<file path="src/rtl/clock_display_scan_if.sv">
// Bundle between the HH:MM:SS counter, the scan driver and the display.
//   sec, min, hrs    : binary time fields from the counter
//   an               : digit enables, active-low, an[0] = rightmost digit
//   seg              : segments {g,f,e,d,c,b,a}, active-low
//   dp               : decimal point (field separator), active-low
//   frame_start      : one-cycle pulse when a new snapshot is taken
// master = time source / observer side, slave = scan driver side.
interface clock_display_scan_if;
    logic [5:0] sec;
    logic [5:0] min;
    logic [4:0] hrs;
    logic [5:0] an;
    logic [6:0] seg;
    logic       dp;
    logic       frame_start;

    modport master (output sec, min, hrs, input an, seg, dp, frame_start);
    modport slave  (input sec, min, hrs, output an, seg, dp, frame_start);
endinterface

</file>
<file path="src/rtl/clock_display_scan.sv">
// Six-digit multiplexed seven-segment driver for an HH:MM:SS counter.
// Captures a coherent snapshot once per frame, splits each field into
// tens/ones and scans one digit per REFRESH_DIV clocks.
//   clk    : clock
//   reset  : asynchronous, active-high
//   disp   : slave side of clock_display_scan_if (time in, display out)
// Parameters:
//   REFRESH_DIV   : clocks each digit is lit (>= 2)
//   BLANK_LEADING : blank the hours-tens digit when it is 0
module clock_display_scan #(
    parameter int REFRESH_DIV   = 1000,
    parameter bit BLANK_LEADING = 1'b1
) (
    input  logic                 clk,
    input  logic                 reset,
    clock_display_scan_if.slave  disp
);

    localparam int             PW        = (REFRESH_DIV > 1) ? $clog2(REFRESH_DIV) : 1;
    localparam logic [PW-1:0]  PRESC_TC  = PW'(REFRESH_DIV - 1);
    localparam logic [6:0]     SEG_DASH  = 7'b0111111;
    localparam logic [6:0]     SEG_BLANK = 7'b1111111;

    logic [PW-1:0] presc_q, presc_d;
    logic [2:0]    idx_q, idx_d;
    logic [5:0]    snap_sec_q, snap_sec_d;
    logic [5:0]    snap_min_q, snap_min_d;
    logic [4:0]    snap_hrs_q, snap_hrs_d;
    logic [5:0]    an_q, an_d;
    logic [6:0]    seg_q, seg_d;
    logic          dp_q, dp_d;
    logic          frame_start_q, frame_start_d;

    logic          tick;
    logic [7:0]    sec_split, min_split, hrs_split;
    logic          sec_bad, min_bad, hrs_bad;

    // {tens, ones} for values up to 63; a compare chain is enough since
    // valid fields never exceed 59.
    function automatic logic [7:0] split(input logic [5:0] v);
        logic [3:0] t;
        logic [5:0] base;
        if      (v >= 6'd60) begin t = 4'd6; base = 6'd60; end
        else if (v >= 6'd50) begin t = 4'd5; base = 6'd50; end
        else if (v >= 6'd40) begin t = 4'd4; base = 6'd40; end
        else if (v >= 6'd30) begin t = 4'd3; base = 6'd30; end
        else if (v >= 6'd20) begin t = 4'd2; base = 6'd20; end
        else if (v >= 6'd10) begin t = 4'd1; base = 6'd10; end
        else                 begin t = 4'd0; base = 6'd0;  end
        return {t, 4'(v - base)};
    endfunction

    function automatic logic [6:0] seg7(input logic [3:0] d);
        case (d)
            4'd0:    return 7'b1000000;
            4'd1:    return 7'b1111001;
            4'd2:    return 7'b0100100;
            4'd3:    return 7'b0110000;
            4'd4:    return 7'b0011001;
            4'd5:    return 7'b0010010;
            4'd6:    return 7'b0000010;
            4'd7:    return 7'b1111000;
            4'd8:    return 7'b0000000;
            4'd9:    return 7'b0010000;
            default: return SEG_BLANK;
        endcase
    endfunction

    assign tick = (presc_q == PRESC_TC);

    always_comb begin
        presc_d       = tick ? '0 : presc_q + 1'b1;
        idx_d         = idx_q;
        snap_sec_d    = snap_sec_q;
        snap_min_d    = snap_min_q;
        snap_hrs_d    = snap_hrs_q;
        frame_start_d = 1'b0;

        if (tick) begin
            if (idx_q == 3'd5) begin
                // Snapshot and wrap share one edge so a frame is never torn.
                idx_d         = 3'd0;
                snap_sec_d    = disp.sec;
                snap_min_d    = disp.min;
                snap_hrs_d    = disp.hrs;
                frame_start_d = 1'b1;
            end else if (idx_q > 3'd5) begin
                idx_d = 3'd0;
            end else begin
                idx_d = idx_q + 3'd1;
            end
        end

        sec_split = split(snap_sec_q);
        min_split = split(snap_min_q);
        hrs_split = split({1'b0, snap_hrs_q});
        sec_bad   = (snap_sec_q > 6'd59);
        min_bad   = (snap_min_q > 6'd59);
        hrs_bad   = (snap_hrs_q > 5'd23);

        an_d  = 6'b111111;
        seg_d = SEG_BLANK;
        case (idx_q)
            3'd0: begin an_d = 6'b111110; seg_d = sec_bad ? SEG_DASH : seg7(sec_split[3:0]); end
            3'd1: begin an_d = 6'b111101; seg_d = sec_bad ? SEG_DASH : seg7(sec_split[7:4]); end
            3'd2: begin an_d = 6'b111011; seg_d = min_bad ? SEG_DASH : seg7(min_split[3:0]); end
            3'd3: begin an_d = 6'b110111; seg_d = min_bad ? SEG_DASH : seg7(min_split[7:4]); end
            3'd4: begin an_d = 6'b101111; seg_d = hrs_bad ? SEG_DASH : seg7(hrs_split[3:0]); end
            3'd5: begin
                an_d = 6'b011111;
                if (hrs_bad)
                    seg_d = SEG_DASH;
                else if (BLANK_LEADING && (hrs_split[7:4] == 4'd0))
                    seg_d = SEG_BLANK;
                else
                    seg_d = seg7(hrs_split[7:4]);
            end
            default: begin an_d = 6'b111111; seg_d = SEG_BLANK; end
        endcase

        // Separator lit on even seconds only, between the fields.
        dp_d = !(((idx_q == 3'd2) || (idx_q == 3'd4)) && !sec_bad && !snap_sec_q[0]);
    end

    always_ff @(posedge clk or posedge reset) begin
        if (reset) begin
            presc_q       <= '0;
            idx_q         <= 3'd0;
            snap_sec_q    <= 6'd0;
            snap_min_q    <= 6'd0;
            snap_hrs_q    <= 5'd0;
            an_q          <= 6'b111111;
            seg_q         <= SEG_BLANK;
            dp_q          <= 1'b1;
            frame_start_q <= 1'b0;
        end else begin
            presc_q       <= presc_d;
            idx_q         <= idx_d;
            snap_sec_q    <= snap_sec_d;
            snap_min_q    <= snap_min_d;
            snap_hrs_q    <= snap_hrs_d;
            an_q          <= an_d;
            seg_q         <= seg_d;
            dp_q          <= dp_d;
            frame_start_q <= frame_start_d;
        end
    end

    assign disp.an          = an_q;
    assign disp.seg         = seg_q;
    assign disp.dp          = dp_q;
    assign disp.frame_start = frame_start_q;

endmodule

</file>
<file path="src/flat_wrapper.sv">
// flat-port wrapper written by rule: the top's interface ports become plain ports
module clock_display_scan_flat 
#(
    parameter int REFRESH_DIV   = 1000,
    parameter bit BLANK_LEADING = 1'b1
)
  (clk, reset, disp_sec, disp_min, disp_hrs, disp_an, disp_seg, disp_dp, disp_frame_start);
  clock_display_scan_if disp_i ();
  input  logic clk;
  input  logic reset;
  input wire logic [$bits(disp_i.sec)-1:0] disp_sec;
  input wire logic [$bits(disp_i.min)-1:0] disp_min;
  input wire logic [$bits(disp_i.hrs)-1:0] disp_hrs;
  output wire logic [$bits(disp_i.an)-1:0] disp_an;
  output wire logic [$bits(disp_i.seg)-1:0] disp_seg;
  output wire logic [$bits(disp_i.dp)-1:0] disp_dp;
  output wire logic [$bits(disp_i.frame_start)-1:0] disp_frame_start;
  assign disp_i.sec = disp_sec;
  assign disp_i.min = disp_min;
  assign disp_i.hrs = disp_hrs;
  assign disp_an = disp_i.an;
  assign disp_seg = disp_i.seg;
  assign disp_dp = disp_i.dp;
  assign disp_frame_start = disp_i.frame_start;
  clock_display_scan #(.REFRESH_DIV(REFRESH_DIV), .BLANK_LEADING(BLANK_LEADING)) u_core (.clk(clk), .reset(reset), .disp(disp_i));
endmodule
</file>
<file path="config.mk">
export PLATFORM = sky130hd
export DESIGN_NAME = clock_display_scan_flat
export DESIGN_NICKNAME = d
export VERILOG_FILES = /design/src/rtl/clock_display_scan_if.sv /design/src/rtl/clock_display_scan.sv /design/src/flat_wrapper.sv
export SDC_FILE = /design/constraint.sdc
export NUM_CORES = 1
export LEC_CHECK = 0
export CAP_MARGIN = 20
export CORE_MARGIN = 2
export CORE_UTILIZATION = 58
export DETAILED_ROUTE_END_ITERATION = 10
export GPL_TIMING_DRIVEN = 0
export HOLD_SLACK_MARGIN = 0.08
export PLACE_DENSITY = 0.87
export RECOVER_POWER = 100
export SYNTH_ARGS = -nofsm -noshare
export SYNTH_HDL_FRONTEND = slang
export SYNTH_SLANG_ARGS = --single-unit
export TNS_END_PERCENT = 1
</file>
<file path="constraint.sdc">
create_clock -name clk -period 4.65 [get_ports clk]
set_clock_uncertainty 0.2 [all_clocks]
set_input_delay 0.465 -clock clk [delete_from_list [all_inputs] [get_ports clk]]
set_output_delay 0.465 -clock clk [all_outputs]
set_load 0.01 [all_outputs]
</file>
==> summary.txt, run 1 <==
Run status
  – Status: finished with violations
  – Failing checks: capacitance limit, slew limit

STA
  – Fin. max-slew vios: 34
  – Unrepaired setup endpoints after global routing: no
  – Slew of the pin with the lowest slew margin: 1710 ps
  – Setup violation total in the final timing report: 0
  – Min Tclk post-route: 4010 ps
  – Hold Vio Cnt, Final: 0
  – Max Fclk: 0.249 GHz
  – Total negative slack: 0 ps
  – Rel. slew slack: -14.1%
  – Fin crit share: 86.3%

Synthesis
  – YS warnings: 0
  – Cell area after synthesis: 3550 um2
  – Post-synthesis sequential area ratio: 32.2%
  – Post-Syn Area per Cell: 8.68 um2
  – Yosys cell types: 61
  – Post-Syn Instances: 409
  – FFs w/ async S/R, synth: 100%
  – Synth top area share: 21.8%
  – Post-synth EDFFs: 0
  – Synthesized flop and latch total: 45
  – Ranking of synthesized cells by area: dfrtp_1 22%, ha_1 12%, dfstp_2 10%, o21ai_0 5.5%, nand2_1 5.1%
  – Top FF cell, synth: dfrtp_1
  – Biggest area consumer among synthesized cells: dfrtp_1
  – Syn Nets: 466

GRT
  – Largest net degree at the start of global routing: 34
  – Global route overflow: 0
  – Initial antenna violation count: 0
  – Vias in the first global route: 3002
  – Tot GR Track Use: 27.5%
  – First-pass GRT wire length: 14200 um

Detailed routing
  – Routed Antenna Nets: 0
  – Drc violations: 0
  – Max layer used: met4
  – Metal3 WL: 393 um
  – Routed len/inst: 16.6 um
  – WL met2: 4410 um
  – Router iterations before antenna repair: 5
  – Vias: 3185
  – Detailed Route Iter0 Violations: 260
  – Via density per instance: 6.06
  – WL final: 8730 um
  – Met1 WL: 3790 um

Setup path
  – FF-to-FF End: u_core.disp.seg[0]
  – R2R setup slack: 640 ps
  – Critical path arrival: 3980 ps
  – R2r worst-path depth: 13
  – Worst r2r src: u_core.snap_min_q[3]
  – Setup Crit Path Kind: reg -> reg
  – CP Launch Type: flop
  – Max FO, Critical Path: 10
  – Critical path capture point type: flop
  – CP required: 4620 ps

Place
  – Dpl hpwl: 6760 um
  – I/O Buffers: 33
  – Final GP Congestion: 0.985

Min path
  – Hold depth: 1
  – HP Start: u_core.presc_q[4]
  – Hold Path Class: reg -> reg
  – Worst Hold End: u_core.presc_q[4]

Pwr
  – Leakage: 1.77 nW
  – Total power: 0.668 mW
  – PwrDens: 164 nW/um2
  – VDD IR max: 106 uV

Floorplanning
  – Die area: 6770 um2
  – Num rows: 28
  – Core Area: 5920 um2
  – Initial Util: 60.0%
  – I/O pin cnt: 34
  – Die Width: 82.3 um
  – Die height: 82.3 um

Clocking
  – Num CTS Buffers: 5
  – Post-CTS sizing: 0
  – Root Buffer: clkbuf_8
  – CTS tree: yes
  – Cts hold-fix bufs: 0
  – Clock sinks: 45
  – H-tree levels: 2
  – Clock tree buffer depth: 2
  – Worst skew pair latency: 310 ps
  – CTS clk-pin slew, worst paths: 100 ps
  – Post-CTS Setup Repair Bufs: 0

Layout
  – Share of layout cells above drive strength 1: 10.6%
  – Fill count: 471
  – Area grow syn2layout: 14.5%
  – # diodes: 0
  – # nets final: 507

Flow run
  – Max-cap violations: 1
==> synthesized netlist by cell type, types with 6 or more instances <==
library cell   n
nor3_1         7
a31oi_1        7
nand2_1       48
a211oi_1       6
dfstp_2       14
clkbuf_1      12
o21ai_0       39
a21oi_1       23
dfrtp_1       31
nor2_1        26
mux2_2         7
nand3_1       16
inv_1         28
ha_1          35
nor2b_1       11
==> worst max-delay path by stage <==
| stage | from | endpoint | slack [ps] |
|---|---|---|---|
| 2_1_floorplan | u_core.snap_sec_q[3] | u_core.disp.seg[4] | 1330 |
| 3_3_place_gp | u_core.snap_min_q[3] | u_core.disp.seg[4] | 940 |
| 3_5_place_dp | u_core.snap_min_q[3] | u_core.disp.seg[4] | 860 |
| 4_1_cts | u_core.snap_min_q[3] | u_core.disp.seg[4] | 830 |
| 5_1_grt | u_core.snap_min_q[3] | u_core.disp.seg[0] | 320 |
| 6_report | u_core.snap_min_q[3] | u_core.disp.seg[0] | 640 |
==> cell type report <==
type | count | area [um2] | share of cell area, %
sequential | 45 | 1140 | 28.1
inverter | 30 | 115 | 2.83
buffer | 20 | 108 | 2.64
clock buffer | 5 | 68.8 | 1.69
tap | 75 | 93.8 | 2.31
multi-input combinational | 314 | 2180 | 53.7
clock inverter | 3 | 21.3 | 0.523
timing repair buffer | 34 | 334 | 8.21
==> flip-flops by register name (all words and copies together) (netlist names) <==
name,count
u_core.snap_hrs_q,5
u_core.idx_q,3
u_core.disp.frame_start,1
u_core.disp.dp,1
u_core.snap_min_q,6
u_core.disp.seg,7
u_core.presc_q,10
u_core.disp.an,6
u_core.snap_sec_q,6
==> layout by cell type, fill, tap and decap left out, types with 6 or more instances in the layout <==
cell type and n:
nand2_1 48, o21ai_0 39, ha_1 35, dfrtp_1 31, inv_1 28, nor2_1 26, a21oi_1 23, clkdlybuf4s50_1 17
nand3_1 16, dlygate4sd3_1 16, clkbuf_1 14, dfstp_2 14, nor2b_1 11, mux2_2 7, nor3_1 7, a31oi_1 7
a211oi_1 6
==> report_power, final <==
part	switching [mW]	internal, mW
registers	0	0.392
logic	0.00956	0.0132
clock network	0.147	0.107
total	0.157	0.512
==> per-layer routing <==
metal | track usage (%) | up-vias
li1 | - | 1530
met1 | 34.4 | 1538
met2 | 49.4 | 102
met3 | 3.70 | 15
met4 | 7.33 | 0
met5 | 0 | -
==> metrics by stage <==
step           instance area (um2)  hold WS (ps)  cells  utilization (%)  setup WS (ps)
4_1_cts                       4090           238    526             69.0            830
6_report                      4070           318    526             68.7            638
2_1_floorplan                 3550           247    409                -           1330
3_5_place_dp                  4000           303    518             67.5            858
3_3_place_gp                  3980           263    517             67.2            942
5_1_grt                       4070           330    526             68.7            323
==> worst max-delay path, stage by stage (launching register included) <==
cell      delay [ps]
dfrtp_1          490
clkbuf_1         340
nand2b_1         170
and3_1           140
a31oi_1           40
o21ai_0          220
inv_1            170
ha_1             230
fa_1             380
xnor2_1          310
clkbuf_1         410
nand2_1          150
o2111a_1         190
o311ai_0         430
==> kinds of logic (layout without fill, tap and decap cells) <==
family / after synthesis / in the layout / share of synthesized area (%)
flip-flops: 45 / 45 / 32.2
AO/OA/AOI/OAI: 109 / 109 / 19.9
adder cells (fa/ha/maj): 41 / 41 / 14.9
multiplexers: 13 / 13 / 4.09
buffers and inverters: 50 / 92 / 6.30
AND/OR/NAND/NOR: 140 / 140 / 19.4
XOR/XNOR: 11 / 11 / 3.24
(Power assumes the default switching activity.)
==> run 2, diff against run 1 <==
- CORE_UTILIZATION: 58 -> 50
- PLACE_DENSITY: 0.87 -> 0.77
==> summary.txt, run 2 (same netlist as run 1, synthesis figures left out) <==
Setup path
  – Setup Crit Path Kind: reg -> reg
  – Critical path capture point type: flop
  – Delay-heaviest family, CP: buffers and inverters
  – Crit-path most repeated cell: clkbuf_1
  – CP required: 4700 ps (+80 ps)
  – Crit-path max cell delay: 490 ps (about the same)
  – Worst-path cell chain: clkbuf_1 -> nand2b_1 -> and3_1 -> a31oi_1 -> o21ai_0 -> inv_1 -> ha_1 -> fa_1 -> xnor2_1 -> clkbuf_1 -> mux2_1 -> a21oi_1 -> a211o_1
  – Slowest cell on the critical path: dfrtp_1
  – WP buf/inv: 3 (unchanged)
  – CP Launch Type: flop
  – Max FO, Critical Path: 10 (unchanged)
  – Critical path arrival: 4020 ps (+40 ps)

Clocking
  – Worst skew pair latency: 300 ps (about the same)
  – CTS clk-pin slew, worst paths: 90 ps (about the same)
  – Clock tree buffer depth: 2 (unchanged)
  – H-tree levels: 2 (unchanged)
  – Root Buffer: clkbuf_8
  – Clock sinks: 45 (unchanged)
  – Num CTS Buffers: 5 (unchanged)
  – Post-CTS Setup Repair Bufs: 0 (unchanged)
  – Post-CTS sizing: 0 (unchanged)
  – Cts hold-fix bufs: 0 (unchanged)
  – CTS tree: yes

Layout
  – Commonest non-fill, non-tap cell in the layout: nand2_1
  – Largest register FFs: 10 (unchanged)
  – Share of layout cells above drive strength 1: 10.6% (unchanged)
  – # nets final: 507 (unchanged)
  – # diodes: 0 (unchanged)
  – Area grow syn2layout: 15.3%
  – Most frequent cells in the layout: 48 x nand2_1, 39 x o21ai_0, 35 x ha_1
  – Final non-filler cell area: 4100 um2 (+0.68%)
  – Reg with most FFs: u_core.presc_q

Detailed routing
  – WL final: 8260 um (-5.4%)
  – Vias: 3195 (+0.31%)
  – Router iterations before antenna repair: 5 (unchanged)
  – Drc violations: 0 (unchanged)
  – Max layer used: met4
  – Metal3 WL: 430 um (+9.4%)
  – Met1 WL: 3720 um (-2.0%)
  – Routed len/inst: 15.1 um (-9.1%)
  – Routed Antenna Nets: 0 (unchanged)
  – Via density per instance: 5.84 (-3.5%)
  – Detailed Route Iter0 Violations: 273 (+5.0%)
  – WL met2: 3920 um (-11%)

GRT
  – First-pass GRT wire length: 13700 um (-3.0%)
  – Initial antenna violation count: 0 (unchanged)
  – Vias in the first global route: 2986 (-0.53%)
  – Tot GR Track Use: 22.3% (-5.1 points)
  – Global route overflow: 0 (unchanged)
  – Largest net degree at the start of global routing: 34 (unchanged)

Floorplanning
  – Initial Util: 52.0% (-8.0 points)
  – I/O pin cnt: 34 (unchanged)
  – Die area: 7790 um2 (+15%)
  – Die height: 88.3 um (+7.3%)
  – Core Area: 6830 um2 (+15%)
  – Die Width: 88.3 um (+7.3%)
  – Num rows: 30 (+7.1%)

Run status
  – Failing checks: capacitance limit, slew limit
  – Status: finished with violations

Pwr
  – Leakage: 1.78 nW (+0.26%)
  – PwrDens: 162 nW/um2 (-1.2%)
  – VDD IR max: 122 uV (+14%)

Place
  – Final GP Congestion: 1.01 (+2.7%)
  – Dpl hpwl: 6270 um (-7.2%)
  – Placed Area: 4020 um2 (+0.66%)
  – I/O Buffers: 33 (unchanged)

Flow run
  – Max-cap violations: 1 (unchanged)

STA
  – Fin Hold WS: 291 ps (-27.0 ps)
  – Hold Vio Cnt, Final: 0 (unchanged)
  – Fin crit share: 85.5% (-0.77 points)
  – Rel. slew slack: -12.8% (+1.2 points)
  – Total negative slack: 0 ps (unchanged)
  – Setup violation total in the final timing report: 0 (unchanged)
  – Max Fclk: 0.251 GHz (+0.90%)
  – Min Tclk post-route: 3980 ps (-35.7 ps)
  – Unrepaired setup endpoints after global routing: no
  – Fin. max-slew vios: 34 (unchanged)
  – Slew of the pin with the lowest slew margin: 1690 ps (-18.7 ps)

Min path
  – Hold Path Class: reg -> reg
==> run 2: cell type report <==
cell class / instances / area (um2)
Multi-Input combinational cell: 314 / 2180
Sequential cell: 45 / 1140
Clock buffer: 5 / 68.8
Buffer: 20 / 108
Fill cell: 608 / 2740
Inverter: 30 / 115
Clock inverter: 3 / 22.5
Tap cell: 96 / 120
Timing Repair Buffer: 34 / 334
==> run 2: report_power, final <==
group | total [mW] | switching, mW | internal (mW)
Clock | 0.251 | 0.144 | 0.107
Combinational | 0.0223 | 0.00914 | 0.0132
Sequential | 0.392 | 0 | 0.392
==> run 2: through the flow <==
stage                     instances  setup WS (ps)  utilization [%]  total power, mW
after floorplan                 409           1330                -            0.405
after global placement          538            976             58.6            0.422
after detailed placement        539            906             58.9            0.424
after CTS                       547            878             60.2            0.675
after global routing            547            359             60.0            0.689
final                           547            674             60.0            0.665
==> run 2: worst paths after layout <==
path / slack (ps) / start / cells past startpoint / end
setup / recovery: 670 / u_core.snap_min_q[3] / 13 / u_core.disp.seg[5]
hold / removal: 290 / u_core.presc_q[0] / 1 / u_core.presc_q[0]
setup reg to reg: 670 / u_core.snap_min_q[3] / 13 / u_core.disp.seg[5]
hold reg to reg: 290 / u_core.presc_q[0] / 1 / u_core.presc_q[0]
max in group asynchronous: 1900 / reset / 3 / u_core.snap_hrs_q[0]
min in group asynchronous: 410 / reset / 2 / u_core.snap_min_q[3]
==> run 2: layer usage <==
metal	track usage, %	vias to the layer above
li1	-	1526
met1	30.2	1525
met2	37.7	126
met3	3.36	18
met4	5.79	0
met5	0	-
==> run 3, diff against run 2 <==
- CTS_CLUSTER_DIAMETER: default -> 40
- PLACE_DENSITY: 0.77 -> 0.71
==> summary.txt, run 3 (same netlist as run 1, synthesis figures left out) <==
STA
  – Hold Vio Cnt, Final: 0 (unchanged)
  – Max Fclk: 0.251 GHz (-0.30%)
  – Fin. max-slew vios: 0 (-100%)
  – Fin Hold WS: 293 ps (+2.20 ps)
  – Fin crit share: 85.8% (+0.26 points)
  – Min Tclk post-route: 3990 ps (+12.1 ps)
  – Rel. slew slack: 16.6% (+29 points)
  – Slew of the pin with the lowest slew margin: 1250 ps (-442 ps)
  – Total negative slack: 0 ps (unchanged)
  – Setup violation total in the final timing report: 0 (unchanged)
  – Unrepaired setup endpoints after global routing: no

GRT
  – Global route overflow: 0 (unchanged)
  – Tot GR Track Use: 22.8% (+0.49 points)
  – First-pass GRT wire length: 13700 um (about the same)
  – Initial antenna violation count: 0 (unchanged)
  – Vias in the first global route: 2821 (-5.5%)
  – Largest net degree at the start of global routing: 24 (-29%)

Detailed routing
  – WL final: 8590 um (+4.0%)
  – Drc violations: 0 (unchanged)
  – Routed len/inst: 15.7 um (+4.0%)
  – Routed Antenna Nets: 0 (unchanged)
  – Via density per instance: 5.59 (-4.3%)
  – Vias: 3058 (-4.3%)
  – Router iterations before antenna repair: 4 (-1)
  – Detailed Route Iter0 Violations: 189 (-31%)

Pwr
  – Int Pwr: 0.580 mW (+13%)
  – Combinational share of power: 3.1% (-0.3 points)
  – PwrDens: 179 nW/um2 (+10%)
  – VDD IR max: 120 uV (-1.1%)
  – Flop pwr share: 53.4% (-5.5 points)
  – Sw Share: 20.9% (-2.2 points)
  – Clock power share: 43.5% (+5.8 points)
  – Leakage: 1.79 nW (+0.45%)
  – Switch Pwr: 0.153 mW (-0.20%)

Clocking
  – Cts hold-fix bufs: 0 (unchanged)
  – CTS tree: yes
  – Post-CTS Setup Repair Bufs: 0 (unchanged)
  – Clock tree buffer depth: 2 (unchanged)
  – H-tree levels: 2 (unchanged)
  – Worst skew pair latency: 300 ps (about the same)
  – CTS clk-pin slew, worst paths: 90 ps (about the same)
  – Num CTS Buffers: 5 (unchanged)
  – Root Buffer: clkbuf_8
  – Post-CTS sizing: 0 (unchanged)
  – Clock sinks: 45 (unchanged)

Floorplanning
  – I/O pin cnt: 34 (unchanged)
  – Num rows: 30 (unchanged)
  – Die Width: 88.3 um (unchanged)
  – Die height: 88.3 um (unchanged)
  – Core Area: 6830 um2 (unchanged)
  – Die area: 7790 um2 (unchanged)
  – Initial Util: 52.0% (unchanged)

Run status
  – Status: finished clean

Setup path
  – WP buf/inv: 2 (-1)
  – Critical path arrival: 4010 ps (about the same)
  – Crit-path max cell delay: 620 ps (+130 ps)
  – Critical path capture point type: flop
  – Setup Crit Path Kind: reg -> reg
  – Delay-heaviest family, CP: simple AND/OR/NAND/NOR gates
  – Worst-path cell chain: clkbuf_1 -> nor2b_1 -> nor4_1 -> a211oi_1 -> inv_1 -> ha_1 -> fa_1 -> xor2_1 -> mux2_4 -> a211oi_1 -> or4_1
  – Slowest cell on the critical path: xor2_1
  – Crit-path most repeated cell: a211oi_1
  – CP required: 4670 ps (-30 ps)
  – CP Launch Type: flop
  – Max FO, Critical Path: 10 (unchanged)

Place
  – Final GP Congestion: 0.936 (-7.5%)
  – Dpl hpwl: 6540 um (+4.3%)
  – I/O Buffers: 33 (unchanged)

Min path
  – Hold Path Class: reg -> reg

Layout
  – Most frequent cells in the layout: 48 x nand2_1, 39 x o21ai_0, 35 x ha_1
  – Commonest non-fill, non-tap cell in the layout: nand2_1
  – Reg with most FFs: u_core.presc_q
  – Share of layout cells above drive strength 1: 10.2% (-0.44 points)
  – Area grow syn2layout: 15.6%
  – # nets final: 507 (unchanged)
  – Largest register FFs: 10 (unchanged)
  – # diodes: 0 (unchanged)

Flow run
  – Max-cap violations: 0 (-1)
## run 3: power groups by stage
| stage | Sequential (mW) | Combinational [mW] | Clock, mW |
|---|---|---|---|
| 6_report | 0.392 | 0.0227 | 0.318 |
| 3_3_place_gp | 0.399 | 0.0231 | 0 |
| 5_1_grt | 0.392 | 0.0256 | 0.335 |
| 2_1_floorplan | 0.399 | 0.00579 | 0 |
| 3_5_place_dp | 0.399 | 0.0262 | 0 |
| 4_1_cts | 0.392 | 0.0264 | 0.325 |
## run 3: cell type report
| cell class | count | area [um2] |
|---|---|---|
| inverters | 30 | 115 |
| fillers | 642 | 2730 |
| clock buffers | 6 | 82.6 |
| flip-flops and latches | 45 | 1140 |
| well taps | 96 | 120 |
| repair buffers | 34 | 334 |
| clock inverters | 2 | 37.5 |
| plain buffers | 20 | 106 |
| multi-input cells | 314 | 2170 |
## run 3: worst register-to-register path, delay by kind of cell (launching register included)
family | cells | cell delay [ps]
mux | 1 | 280
flops | 1 | 400
compound gates | 2 | 540
buf+inv | 2 | 490
fa+ha+maj | 2 | 600
xor+xnor | 1 | 620
simple gates | 3 | 800
## run 3: stage by stage
| step | worst slack (ps) | utilization [%] | cell area (um2) | instances | power [mW] |
|---|---|---|---|---|---|
| 2_1_floorplan | 1330 | - | 3550 | 409 | 0.405 |
| 3_3_place_gp | 990 | 58.6 | 4000 | 538 | 0.422 |
| 3_5_place_dp | 896 | 59.0 | 4030 | 539 | 0.425 |
| 4_1_cts | 877 | 60.8 | 4150 | 547 | 0.743 |
| 5_1_grt | 329 | 60.1 | 4110 | 547 | 0.752 |
| 6_report | 662 | 60.1 | 4110 | 547 | 0.733 |
## run 3: worst paths after layout
path | start | end | slack [ps] | cells past startpoint
setup / recovery | u_core.snap_sec_q[3] | u_core.disp.seg[4] | 660 | 11
hold / removal | u_core.presc_q[0] | u_core.presc_q[0] | 290 | 1
setup reg to reg | u_core.snap_sec_q[3] | u_core.disp.seg[4] | 660 | 11
hold reg to reg | u_core.presc_q[0] | u_core.presc_q[0] | 290 | 1
max in group asynchronous | reset | u_core.snap_sec_q[2] | 2040 | 3
min in group asynchronous | reset | u_core.idx_q[0] | 580 | 2
## run 3: layer usage
layer	up-vias	track usage (%)	wire length, um
met5	-	0	0
met4	0	5.92	110
met3	9	3.36	306
met2	69	37.6	4100
met1	1462	31.7	4070
li1	1518	-	-
